--- config.mk ---
export PLATFORM = sky130hd
export DESIGN_NAME = shot_clock_ctrl
export DESIGN_NICKNAME = d
export VERILOG_FILES = /design/src/rtl/shot_clock_pkg.sv /design/src/rtl/shot_clock_tick_gen.sv /design/src/rtl/shot_clock_ctrl.sv
export SDC_FILE = /design/constraint.sdc
export NUM_CORES = 1
export LEC_CHECK = 0
export ABC_AREA = 1
export BUFFER_PORTS_ARGS = -buffer_cell sky130_fd_sc_hd__buf_2
export CAP_MARGIN = 10
export CORE_MARGIN = 2
export CORE_UTILIZATION = 40
export CTS_CLUSTER_DIAMETER = 60
export CTS_CLUSTER_SIZE = 40
export DETAILED_ROUTE_END_ITERATION = 8
export PLACE_DENSITY = 0.57
export SLEW_MARGIN = 40
export SYNTH_ARGS = -nofsm -noshare
export SYNTH_HDL_FRONTEND = slang
export SYNTH_SLANG_ARGS = --single-unit
--- constraint.sdc ---
create_clock -name clk -period 2.1 [get_ports clk]
set_clock_uncertainty 0.2 [all_clocks]
set_input_delay 0.42 -clock clk [delete_from_list [all_inputs] [get_ports clk]]
set_output_delay 0.42 -clock clk [all_outputs]
set_load 0.03 [all_outputs]
--- src/rtl/shot_clock_pkg.sv ---
// rtl/shot_clock_pkg.sv - shared types and constants for the shot-clock control stage
// Purpose: FSM state enum and BCD reload values shared by the shot-clock blocks.
package shot_clock_pkg;

  typedef enum logic [1:0] {
    ST_IDLE    = 2'd0,
    ST_RUN     = 2'd1,
    ST_PAUSE   = 2'd2,
    ST_EXPIRED = 2'd3
  } state_t;

  localparam logic [3:0] RELOAD24_TENS = 4'd2;
  localparam logic [3:0] RELOAD24_ONES = 4'd4;
  localparam logic [3:0] RELOAD14_TENS = 4'd1;
  localparam logic [3:0] RELOAD14_ONES = 4'd4;

endpackage

--- src/rtl/shot_clock_tick_gen.sv ---
// rtl/shot_clock_tick_gen.sv - prescaler producing a one-cycle tick every TICK_DIV advancing cycles
// Purpose: free-running divider that only counts while adv is high.
// Ports:
//   clk   in  system clock, rising edge
//   reset in  synchronous active-high reset, clears the count
//   clr   in  clears the count (a reload discards any partial second)
//   adv   in  count enable; the count holds while low
//   tick  out high in the cycle the count sits at TICK_DIV-1 while advancing
module tick_gen #(
  parameter int TICK_DIV = 50_000_000
) (
  input  logic clk,
  input  logic reset,
  input  logic clr,
  input  logic adv,
  output logic tick
);

  localparam int W = $clog2(TICK_DIV);
  localparam logic [W-1:0] LAST = W'(TICK_DIV - 1);
  localparam logic [W-1:0] ONE  = W'(1);

  logic [W-1:0] r_cnt;
  logic         w_tick;

  assign w_tick = adv && (r_cnt == LAST);
  assign tick   = w_tick;

  always_ff @(posedge clk) begin
    if (reset || clr) begin
      r_cnt <= '0;
    end else if (adv) begin
      r_cnt <= w_tick ? '0 : r_cnt + ONE;
    end
  end

endmodule

--- src/rtl/shot_clock_ctrl.sv ---
// rtl/shot_clock_ctrl.sv - 24/14-second BCD shot clock with alarm and display load strobe
// Purpose: FSM, BCD down-counter, alarm timer and display strobe around a tick prescaler.
// Ports:
//   clk      in  system clock, rising edge
//   reset    in  synchronous active-high reset
//   start    in  pulse: begin/resume counting (IDLE, PAUSE)
//   pause    in  pulse: freeze counting (RUN)
//   reload   in  pulse: load 24, go IDLE (beats reload14)
//   reload14 in  pulse: load 14, go IDLE
//   tens     out BCD tens digit
//   ones     out BCD ones digit
//   disp_en  out one-cycle load strobe, the cycle after the digits change
//   running  out high while in RUN
//   alarm    out high for ALARM_TICKS seconds after reaching 00
module shot_clock_ctrl
  import shot_clock_pkg::*;
#(
  parameter int TICK_DIV    = 50_000_000,
  parameter int ALARM_TICKS = 3
) (
  input  logic       clk,
  input  logic       reset,
  input  logic       start,
  input  logic       pause,
  input  logic       reload,
  input  logic       reload14,
  output logic [3:0] tens,
  output logic [3:0] ones,
  output logic       disp_en,
  output logic       running,
  output logic       alarm
);

  localparam int AW = $clog2(ALARM_TICKS + 1);
  localparam logic [AW-1:0] ALARM_LAST = AW'(ALARM_TICKS - 1);
  localparam logic [AW-1:0] ALARM_ONE  = AW'(1);

  state_t          r_state, w_state_nx;
  logic [3:0]      r_tens, r_ones, w_tens_nx, w_ones_nx;
  logic            r_alarm, w_alarm_nx;
  logic [AW-1:0]   r_alarm_cnt, w_alarm_cnt_nx;
  logic            r_upd, w_upd;
  logic            r_disp_en;
  logic            r_running;
  logic            w_tick;
  logic            w_adv;
  logic            w_clr;

  assign w_adv = (r_state == ST_RUN) || (r_state == ST_EXPIRED);
  assign w_clr = reload || reload14;

  tick_gen #(
    .TICK_DIV(TICK_DIV)
  ) u_tick_gen (
    .clk  (clk),
    .reset(reset),
    .clr  (w_clr),
    .adv  (w_adv),
    .tick (w_tick)
  );

  always_comb begin
    w_state_nx     = r_state;
    w_tens_nx      = r_tens;
    w_ones_nx      = r_ones;
    w_alarm_nx     = r_alarm;
    w_alarm_cnt_nx = r_alarm_cnt;
    w_upd          = 1'b0;
    if (reload) begin
      // Reload overrides any coincident tick, so no alarm can be raised this cycle.
      w_state_nx = ST_IDLE;
      w_tens_nx  = RELOAD24_TENS;
      w_ones_nx  = RELOAD24_ONES;
      w_alarm_nx = 1'b0;
      w_upd      = 1'b1;
    end else if (reload14) begin
      w_state_nx = ST_IDLE;
      w_tens_nx  = RELOAD14_TENS;
      w_ones_nx  = RELOAD14_ONES;
      w_alarm_nx = 1'b0;
      w_upd      = 1'b1;
    end else begin
      case (r_state)
        ST_IDLE, ST_PAUSE: begin
          if (start) w_state_nx = ST_RUN;
        end
        ST_RUN: begin
          if (w_tick) begin
            w_upd = 1'b1;
            if (r_ones == 4'd0) begin
              w_ones_nx = 4'd9;
              w_tens_nx = r_tens - 4'd1;
            end else begin
              w_ones_nx = r_ones - 4'd1;
            end
            if (r_tens == 4'd0 && r_ones == 4'd1) begin
              w_state_nx     = ST_EXPIRED;
              w_alarm_nx     = 1'b1;
              w_alarm_cnt_nx = '0;
            end else if (pause) begin
              w_state_nx = ST_PAUSE;
            end
          end else if (pause) begin
            w_state_nx = ST_PAUSE;
          end
        end
        ST_EXPIRED: begin
          // The prescaler keeps running here only to time the alarm.
          if (w_tick && r_alarm) begin
            if (r_alarm_cnt == ALARM_LAST) begin
              w_alarm_nx = 1'b0;
            end else begin
              w_alarm_cnt_nx = r_alarm_cnt + ALARM_ONE;
            end
          end
        end
        default: w_state_nx = ST_IDLE;
      endcase
    end
  end

  always_ff @(posedge clk) begin
    if (reset) begin
      r_state     <= ST_IDLE;
      r_tens      <= RELOAD24_TENS;
      r_ones      <= RELOAD24_ONES;
      r_alarm     <= 1'b0;
      r_alarm_cnt <= '0;
      r_upd       <= 1'b0;
      r_disp_en   <= 1'b1;
      r_running   <= 1'b0;
    end else begin
      r_state     <= w_state_nx;
      r_tens      <= w_tens_nx;
      r_ones      <= w_ones_nx;
      r_alarm     <= w_alarm_nx;
      r_alarm_cnt <= w_alarm_cnt_nx;
      // Two-stage strobe: digits settle at edge N, strobe is high during cycle N+1.
      r_upd       <= w_upd;
      r_disp_en   <= r_upd;
      r_running   <= (w_state_nx == ST_RUN);
    end
  end

  assign tens    = r_tens;
  assign ones    = r_ones;
  assign alarm   = r_alarm;
  assign disp_en = r_disp_en;
  assign running = r_running;

endmodule

==> out/metrics.yaml <==
layout:
  antenna_cells: 0
  syn2layout_area_growth_pct: 15.3
  layout.nets: 378
  drive_above_1_share_pct: 18.9
sta:
  fmax_mhz: 509
  worstMarginPinSlew_ns: 0.489
  finalSetupViolCount: 0
  rsz0062_at_grt: "false"
  finalCriticalPeriod_ns: 1.97
  whs_ns: 0.135
  max_slew_margin_pct: 67.4
  timing.final.max_slew_violations: 0
  setup-tns-final_ns: 0
  timing_hold_violations_final: 0
  finalCritPeriodShare_pct: 93.6
  fin_ws_ns: 0.135
clock_network:
  tritoncts: "done"
  cts_buffers: 5
  clock_latency_ns: 0.30
  hold_buffers: 0
  clockRootBuffer: "clkbuf_8"
  clockBufferDepth: 2
  h-tree-depth: 2
  clock_sinks: 42
  path_clk_slew_ns: 0.09
setup_path:
  rr_worst_depth: 11
  r2r-start: "u_tick_gen.r_cnt[0]$_SDFFE_PP0P_"
  cp.arrival_ns: 1.94
  crit_fanout: 6
  start_kind: "flop"
  critical_path_required_ns: 2.07
  ff2ff_setup_slack_ns: 0.13
  worstSetupEndpointType: "flop"
  r2r_end: "ones[1]$_SDFFE_PP0P_"
  crit_type: "flop to flop"
flow_run:
  maxCapViolations: 0
synthesis:
  synth_nets: 348
  synth_flop_cell: "dfxtp_1"
  ys_seq_area_share_pct: 37.2
  ys_warn_count: 0
  synth_area_leaders: "dfxtp_1, nand2_1, nor2_1"
  synth_edf_count: 0
  synth_cell_types: 34
  yosysMostFrequentCell: "nand2_1"
  ys_async_sr_fraction_pct: 0
  yosysTopAreaCell: "dfxtp_1"
  synthCells: 339
  synth_top_area_share_pct: 37.2
  synth_seq_cells: 42
  synth_area_um2: 2260
  synth.avg_cell_area_um2: 6.66
  synth_common_cells: "nand2_1, nor2_1, dfxtp_1, inv_1, nand3_1"
global_routing:
  grt.total_usage_pct: 18.5
  grt_pass1_vias: 2017
  grt_first_pass_wirelength_mm: 9.13
  antenna_found_initial: 0
  grt_max_degree: 14
  grt-ovfl-total: 0
run_status:
  status: "finished clean"
floorplanning:
  initial_core_util_pct: 41.3
  die_y_um: 79.1
  fp.dieW_um: 79.1
  placementRows: 27
  die-area_um2: 6260
  boundaryPins: 17
  core_area_um2: 5470
detailed_routing:
  first_pass_iters: 4
  drtAntennaViolNets: 0
  wl_per_cell_um: 11.9
  drc: 0
  drt-total-wl_mm: 5.24
  drt_iter0_drc: 133
  avgViaCountPerCell: 4.89
  routed-via-count: 2160
worst_hold_path:
  holdPathStages: 2
  min_to: "r_state[1]$_SDFF_PP0_"
  min_from: "reset"
  hp-class: "primary input to flop"
placed_design:
  dpl.hpwl_mm: 4.07
  routabilityCongestion: 0.864
  io_buffers: 16
  dpl_worst_slack_ns: 0.0975
power_and_ir_drop:
  ir_worst_vdd_mv: 0.365
  p_per_area_nw_per_um2: 531
  p_leak_nw: 1.02
==> flip-flops by register name, indices dropped and copies added, names as in the netlist, 2 cells and up <==
name	flops
u_tick_gen.r_cnt	26
r_alarm_cnt	2
tens	4
ones	4
r_state	2
==> cells by family after synthesis <==
| family | count (synthesis) | share of synthesized area (%) |
|---|---|---|
| flops | 42 | 37.2 |
| fa+ha+maj | 3 | 1.66 |
| compound gates | 31 | 7.92 |
| simple gates | 206 | 42.4 |
| xor+xnor | 5 | 1.94 |
| buf+inv | 52 | 8.86 |
==> worst max-delay path: stages, from the launching register on <==
cell and delay [ns]:
dfxtp_2 0.38, ha_4 0.15, nand2_2 0.07, nor2_4 0.17
nand2_2 0.08, nor2_4 0.14, nand2_2 0.08, nor2_4 0.15
inv_4 0.07, or2_4 0.23, nand2_1 0.05, a21oi_1 0.05
==> layout by cell type, fill, tap and decap left out, drive strengths merged <==
cell type / instances
or2: 5
o211a: 1
nor4: 4
a221oi: 2
nor2: 56
clkinv: 3
xnor2: 2
nor3: 19
dfxtp: 42
a21oi: 18
clkbuf: 6
inv: 48
nor2b: 1
buf: 26
ha: 3
nand2: 85
nand3b: 3
nor3b: 1
a31oi: 2
o21a: 2
o21ai: 6
nand3: 23
xor2: 3
nand4: 9
==> worst max-delay path by stage <==
stage,startpoint,endpoint,cells past startpoint
5_1_grt,u_tick_gen.r_cnt[0]$_SDFFE_PP0P_,ones[1]$_SDFFE_PP0P_,11
3_5_place_dp,u_tick_gen.r_cnt[0]$_SDFFE_PP0P_,u_tick_gen.r_cnt[16]$_SDFFE_PP0P_,12
2_1_floorplan,u_tick_gen.r_cnt[0]$_SDFFE_PP0P_,ones[1]$_SDFFE_PP0P_,11
4_1_cts,u_tick_gen.r_cnt[0]$_SDFFE_PP0P_,u_tick_gen.r_cnt[16]$_SDFFE_PP0P_,12
3_3_place_gp,r_state[0]$_SDFF_PP0_,u_tick_gen.r_cnt[19]$_SDFFE_PP0P_,7
6_report,u_tick_gen.r_cnt[0]$_SDFFE_PP0P_,ones[1]$_SDFFE_PP0P_,11
==> per-stage QoR <==
| stage | power (mW) | instances | instance area [um^2] | utilization [%] |
|---|---|---|---|---|
| after floorplan | 0.860 | 339 | 2260 | - |
| after global placement | 0.883 | 432 | 2470 | 45.2 |
| after detailed placement | 0.883 | 432 | 2470 | 45.2 |
| after CTS | 1.40 | 440 | 2560 | 46.8 |
| after global routing | 1.44 | 442 | 2610 | 47.6 |
| final | 1.38 | 442 | 2610 | 47.6 |
==> per-layer routing <==
metal | wire, um | vias to the layer above | track usage (%)
li1 | - | 1147 | -
met1 | 2540 | 966 | 23.7
met2 | 2480 | 45 | 31.1
met3 | 188 | 2 | 3.52
met4 | 39 | 0 | 6.21
met5 | 0 | - | 0
==> report_power, final <==
group          internal, mW  total (mW)  switching (mW)
Combinational        0.0211      0.0593          0.0383
Clock                 0.235       0.517           0.283
Sequential            0.801       0.805         0.00435
==> area by class of cell <==
cell class                 instances  area (um^2)
fill                             601         2870
multi-input combinational        245         1240
sequential                        42          845
inverter                          49          186
timing repair buffer              26          155
tap                               72         90.1
clock buffer                       6         72.6
clock inverter                     2         13.8
==> timing repair <==
action / 4_1_cts / 5_1_grt
buffers inserted: 0 / 2
gates resized for setup: 0 / 10
setup endpoints to repair: 0 / 29
Note: power is estimated with default switching activity, not from simulation.
